File: config.mk
export PLATFORM = sky130hd
export DESIGN_NAME = mul_div_unit
export DESIGN_NICKNAME = d
export VERILOG_FILES = /design/src/rtl/mul_div_unit.sv
export SDC_FILE = /design/constraint.sdc
export NUM_CORES = 1
export LEC_CHECK = 0
export ABC_AREA = 0
export BUFFER_PORTS_ARGS = -buffer_cell sky130_fd_sc_hd__buf_2
export CAP_MARGIN = 25
export CORE_ASPECT_RATIO = 0.9
export CORE_MARGIN = 8
export CORE_UTILIZATION = 50
export CTS_BUF_LIST = sky130_fd_sc_hd__clkbuf_4 sky130_fd_sc_hd__clkbuf_8
export CTS_CLUSTER_DIAMETER = 80
export CTS_CLUSTER_SIZE = 28
export DETAILED_ROUTE_END_ITERATION = 12
export GPL_ROUTABILITY_DRIVEN = 0
export PLACE_DENSITY = 0.72
export SLEW_MARGIN = 20
export SYNTH_ARGS = -nofsm -noshare
export SYNTH_HDL_FRONTEND = slang
export SYNTH_SLANG_ARGS = --single-unit
File: constraint.sdc
create_clock -name clk -period 10.75 [get_ports clk]
set_input_delay 1.075 -clock clk [delete_from_list [all_inputs] [get_ports clk]]
set_output_delay 1.075 -clock clk [all_outputs]
set_load 0.02 [all_outputs]
File: src/rtl/mul_div_unit.sv
// Iterative radix-2 multiply/divide unit with architectural HI/LO registers.
// One iteration per cycle for WIDTH cycles, then a single sign-fixup cycle.
module mul_div_unit #(
    parameter int WIDTH = 32
) (
    input  logic             clk,
    input  logic             reset,
    input  logic             start,
    input  logic [2:0]       op,
    input  logic [WIDTH-1:0] A,
    input  logic [WIDTH-1:0] B,
    input  logic             cancel,
    output logic             busy,
    output logic [WIDTH-1:0] hi,
    output logic [WIDTH-1:0] lo
);

    typedef enum logic [1:0] {
        S_IDLE,
        S_RUN,
        S_FIX
    } state_t;

    localparam int CW = $clog2(WIDTH + 1);
    localparam logic [CW-1:0] LAST = CW'(WIDTH - 1);

    state_t           r_state;
    state_t           w_next;
    logic [CW-1:0]    r_cnt;
    logic [WIDTH-1:0] r_up;
    logic [WIDTH-1:0] r_low;
    logic [WIDTH-1:0] r_opnd;
    logic [WIDTH-1:0] r_a;
    logic             r_is_div;
    logic             r_neg_q;
    logic             r_neg_r;
    logic             r_dz;

    logic             w_issue;
    logic             w_iter;
    logic             w_mt;
    logic             w_signed;
    logic [WIDTH-1:0] w_abs_a;
    logic [WIDTH-1:0] w_abs_b;
    logic [WIDTH:0]   w_mul_sum;
    logic [WIDTH:0]   w_div_shift;
    logic             w_div_ge;
    logic [WIDTH-1:0] w_div_diff;
    logic [2*WIDTH-1:0] w_prod;
    logic [WIDTH-1:0] w_fix_hi;
    logic [WIDTH-1:0] w_fix_lo;

    function automatic logic [WIDTH-1:0] f_mag(input logic signed [WIDTH-1:0] v,
                                               input logic is_signed);
        logic [WIDTH-1:0] m;
        m = v;
        if (is_signed && v < 0) m = -m;
        return m;
    endfunction

    function automatic logic [WIDTH-1:0] f_neg_w(input logic [WIDTH-1:0] v, input logic neg);
        return neg ? -v : v;
    endfunction

    function automatic logic [2*WIDTH-1:0] f_neg_2w(input logic [2*WIDTH-1:0] v, input logic neg);
        return neg ? -v : v;
    endfunction

    // A cancel in the same cycle as start drops the issue, including MTHI/MTLO.
    assign w_issue  = (r_state == S_IDLE) && start && !cancel;
    assign w_iter   = w_issue && !op[2];
    assign w_mt     = w_issue && (op[2:1] == 2'b10);
    assign w_signed = !op[2] && !op[0];
    assign w_abs_a  = f_mag($signed(A), w_signed);
    assign w_abs_b  = f_mag($signed(B), w_signed);
    assign busy     = (r_state != S_IDLE);

    assign w_mul_sum   = {1'b0, r_up} + (r_low[0] ? {1'b0, r_opnd} : '0);
    assign w_div_shift = {r_up, r_low[WIDTH-1]};
    assign w_div_ge    = (w_div_shift >= {1'b0, r_opnd});
    assign w_div_diff  = w_div_shift[WIDTH-1:0] - r_opnd;

    always_comb begin
        w_prod   = f_neg_2w({r_up, r_low}, r_neg_q);
        w_fix_hi = w_prod[2*WIDTH-1:WIDTH];
        w_fix_lo = w_prod[WIDTH-1:0];
        if (r_is_div) begin
            w_fix_hi = r_dz ? r_a : f_neg_w(r_up, r_neg_r);
            w_fix_lo = r_dz ? '1  : f_neg_w(r_low, r_neg_q);
        end
    end

    always_comb begin
        w_next = r_state;
        case (r_state)
            S_IDLE:  if (w_iter) w_next = S_RUN;
            S_RUN:   if (r_cnt == LAST) w_next = S_FIX;
            S_FIX:   w_next = S_IDLE;
            default: w_next = S_IDLE;
        endcase
        if (cancel && r_state != S_IDLE) w_next = S_IDLE;
    end

    always_ff @(posedge clk) begin
        if (reset) r_state <= S_IDLE;
        else       r_state <= w_next;
    end

    always_ff @(posedge clk) begin
        if (reset) begin
            r_cnt <= '0;
            hi    <= '0;
            lo    <= '0;
        end else begin
            case (r_state)
                S_IDLE: begin
                    if (w_iter) begin
                        r_cnt    <= '0;
                        r_is_div <= op[1];
                        r_neg_q  <= w_signed && (A[WIDTH-1] ^ B[WIDTH-1]);
                        r_neg_r  <= w_signed && A[WIDTH-1];
                        r_dz     <= (B == '0);
                        r_a      <= A;
                        r_up     <= '0;
                        // Multiply consumes B from r_low; divide shifts A out of r_low.
                        r_low    <= op[1] ? w_abs_a : w_abs_b;
                        r_opnd   <= op[1] ? w_abs_b : w_abs_a;
                    end
                    if (w_mt && !op[0]) hi <= A;
                    if (w_mt &&  op[0]) lo <= A;
                end
                S_RUN: begin
                    r_cnt <= r_cnt + CW'(1);
                    if (r_is_div) begin
                        r_up  <= w_div_ge ? w_div_diff : w_div_shift[WIDTH-1:0];
                        r_low <= {r_low[WIDTH-2:0], w_div_ge};
                    end else begin
                        r_up  <= w_mul_sum[WIDTH:1];
                        r_low <= {w_mul_sum[0], r_low[WIDTH-1:1]};
                    end
                end
                S_FIX: begin
                    if (!cancel) begin
                        hi <= w_fix_hi;
                        lo <= w_fix_lo;
                    end
                end
                default: ;
            endcase
        end
    end

endmodule
==> out/metrics.cfg <==
[run_status]
status = finished clean

[setup_path]
critPathSlowestCell = edfxtp_1
cp_slowest_stage_delay_ns = 0.59
worstPathRequired_ns = 11.16
worstSetupPathType = reg -> reg
worstSetupStartpointType = flip-flop
path_delay_family = compound AO/OA/AOI/OAI gates
crit_arrival_ns = 4.88
crit_chain = inv_1 -> buf_4 -> nor2_1 -> ha_1 -> a211oi_1 -> o211ai_1 -> a311o_1 -> a2111oi_0 -> nor3_1 -> and3_1 -> or4_1 -> a2bb2oi_1
worstPathMaxFanout = 32
endpoint_kind = flip-flop
critPathBufInv = 2
r2r_cells = 12
worst-path-stages = 12

[global_route]
overflow = 0
grt.total_usage = 0.285
grt_max_degree = 133
grt_pass1_wl_um = 90100
grt_antenna_before_repair = 2
grt_pass1_vias = 15500

[logic_synthesis]
synthTopCellsByArea = edfxtp_1 24%, dfxtp_1 8.7%, a21oi_1 6.1%
yosys_most_used_dff = edfxtp_1
ys_warn_count = 0
synthArstFlopShare = 0
ys_types = 83
synth_most_common_cell = a21oi_1
netlist_instances = 2005
synth-seq-cells = 204
synthesis.nets = 2147
synth_edf_count = 132
ys_top_cells_by_count = 202 x a21oi_1, 190 x nand2_1, 169 x nor2_1, 132 x edfxtp_1, 131 x o21ai_0
mappedNetlistArea_um2 = 16600
synth.avg_cell_area_um2 = 8.29
synth_top_area_frac = 0.238
yosysSeqAreaShare = 0.325
synth_area_leader_cell = edfxtp_1

[layout]
drive_gt1_frac = 0.104
final_cells = 2475
final_nets = 2188
design_area_um2 = 17800
antenna_cells = 0
syn_to_final_growth_pct = 7.19

[cts]
clockBufferDepth = 3
h-tree-depth = 1
clkLatencyLatePin_ns = 0.56
cts_setup_buffers = 0
cts_tree = yes
cts_resized = 0
cts_root_buffer = clkbuf_8
numCtsBuffers = 13
cts_hold_buf = 0
clk_pin_slew_ns = 0.16
cts.sinks = 204

[timing]
hold_viol = 0
finalClockSkew_ns = 0.0249
tightestPinTransition_ns = 1.01
maxSlewViolCount = 0
relSlewSlack = 0.325
clock.fmax_mhz = 223
min_period_over_period = 0.416
rsz0062_at_grt = no
final.min_clock_period_ns = 4.47
tns_ns = 0
hold_slack_ns = 0.462
setup_violations = 0

[pwr]
comb_power_share = 0.205
p_seq_frac = 0.530
p_int_mw = 1.11
vdd_drop_max_uv = 68.6
p_clk_frac = 0.265
power_density_nw_per_um2 = 93.1
p_sw_frac = 0.329
p_sw_mw = 0.546
leakagePower_nw = 6.78

[routing]
via_count = 16700
ant_nets = 0
dr.pass1.iters = 7
drc = 0
wl_per_cell_um = 23.8
wirelength_um = 58900
first_iter_violations = 2004
vias_per_cell = 6.74

[die]
die_x_um = 208
dieArea_um2 = 39400
io_pins = 136
die_height_um = 189
initial_utilization = 0.506
rows = 63
core_um2 = 32900

[place]
placed_area_um2 = 17500
dp_cells = 2452
hpwl_um = 44800
io_buffers = 135

[flow_run]
drv_cap = 0

[worst_hold_path]
hold-path-cell-count = 2
min_path_type = reg -> reg

per-stage QoR:
stage,setup WS [ns],utilization,total power [mW]
2_1_floorplan,3.69,-,1.10
3_5_place_dp,6.50,0.534,1.23
3_3_place_gp,6.56,0.534,1.22
5_1_grt,6.16,0.542,1.71
6_report,6.28,0.542,1.66
4_1_cts,6.43,0.542,1.65
worst paths after layout:
| path | from | endpoint | slack, ns |
|---|---|---|---|
| min | lo[31] | lo[31] | 0.46 |
| max | r_low[0] | r_up[28] | 6.28 |
| min reg2reg | lo[31] | lo[31] | 0.46 |
| max reg2reg | r_low[0] | r_up[28] | 6.28 |
state kept, by name (all words and copies together) (netlist names):
register	cells
lo	32
r_opnd	32
hi	32
r_low	32
r_dz	1
r_neg_r	1
r_is_div	1
r_up	32
r_state	2
r_a	32
r_cnt	6
r_neg_q	1
metal layers:
layer	vias up	track usage	part of all wire
met1	7941	0.380	0.40
met2	999	0.456	0.45
met3	181	0.0522	0.11
li1	7563	-	-
met4	2	0.108	0.043
met5	-	0	0.00022
worst reg2reg max path, delay by kind of cell, from the launching register on:
kind                     cells  cell delay [ns]
buffers and inverters        2             0.49
AO/OA/AOI/OAI                5             1.82
adder cells (fa/ha/maj)      1             0.33
AND/OR/NAND/NOR              4             1.12
flip-flops                   1             0.59
cells in the final DEF, fill, tap and decap left out, types with 69 or more instances in the layout:
cell type    n
a21oi_1    201
buf_2      135
dfxtp_1     72
edfxtp_1   132
ha_1        69
inv_1       71
mux2i_1     85
nand2_1    190
nor2_1     166
o21ai_0    131
xnor2_1    108
area by class of cell:
class,instances,area (µm²)
clock inverters,8,98.8
well taps,422,528
inverters,73,274
fillers,3000,15000
multi-input cells,1598,10500
repair buffers,156,843
flip-flops and latches,204,5410
clock buffers,14,186
logic make-up (layout without fill, tap and decap cells):
logic type	after synthesis	after routing	share of synthesized area
buffers and inverters	203	251	0.0470
XOR/XNOR	164	164	0.0864
flip-flops	204	204	0.325
multiplexers	92	92	0.0559
AO/OA/AOI/OAI	650	650	0.253
AND/OR/NAND/NOR	621	621	0.179
adder cells (fa/ha/maj)	71	71	0.0543
power groups by stage:
stage,sequential [mW],combinational [mW],clock (mW)
3_5_place_dp,0.896,0.330,0
2_1_floorplan,0.893,0.211,0
3_3_place_gp,0.895,0.325,0
5_1_grt,0.882,0.364,0.466
4_1_cts,0.879,0.331,0.442
6_report,0.880,0.340,0.439
Power figures use the tool's default switching activity.
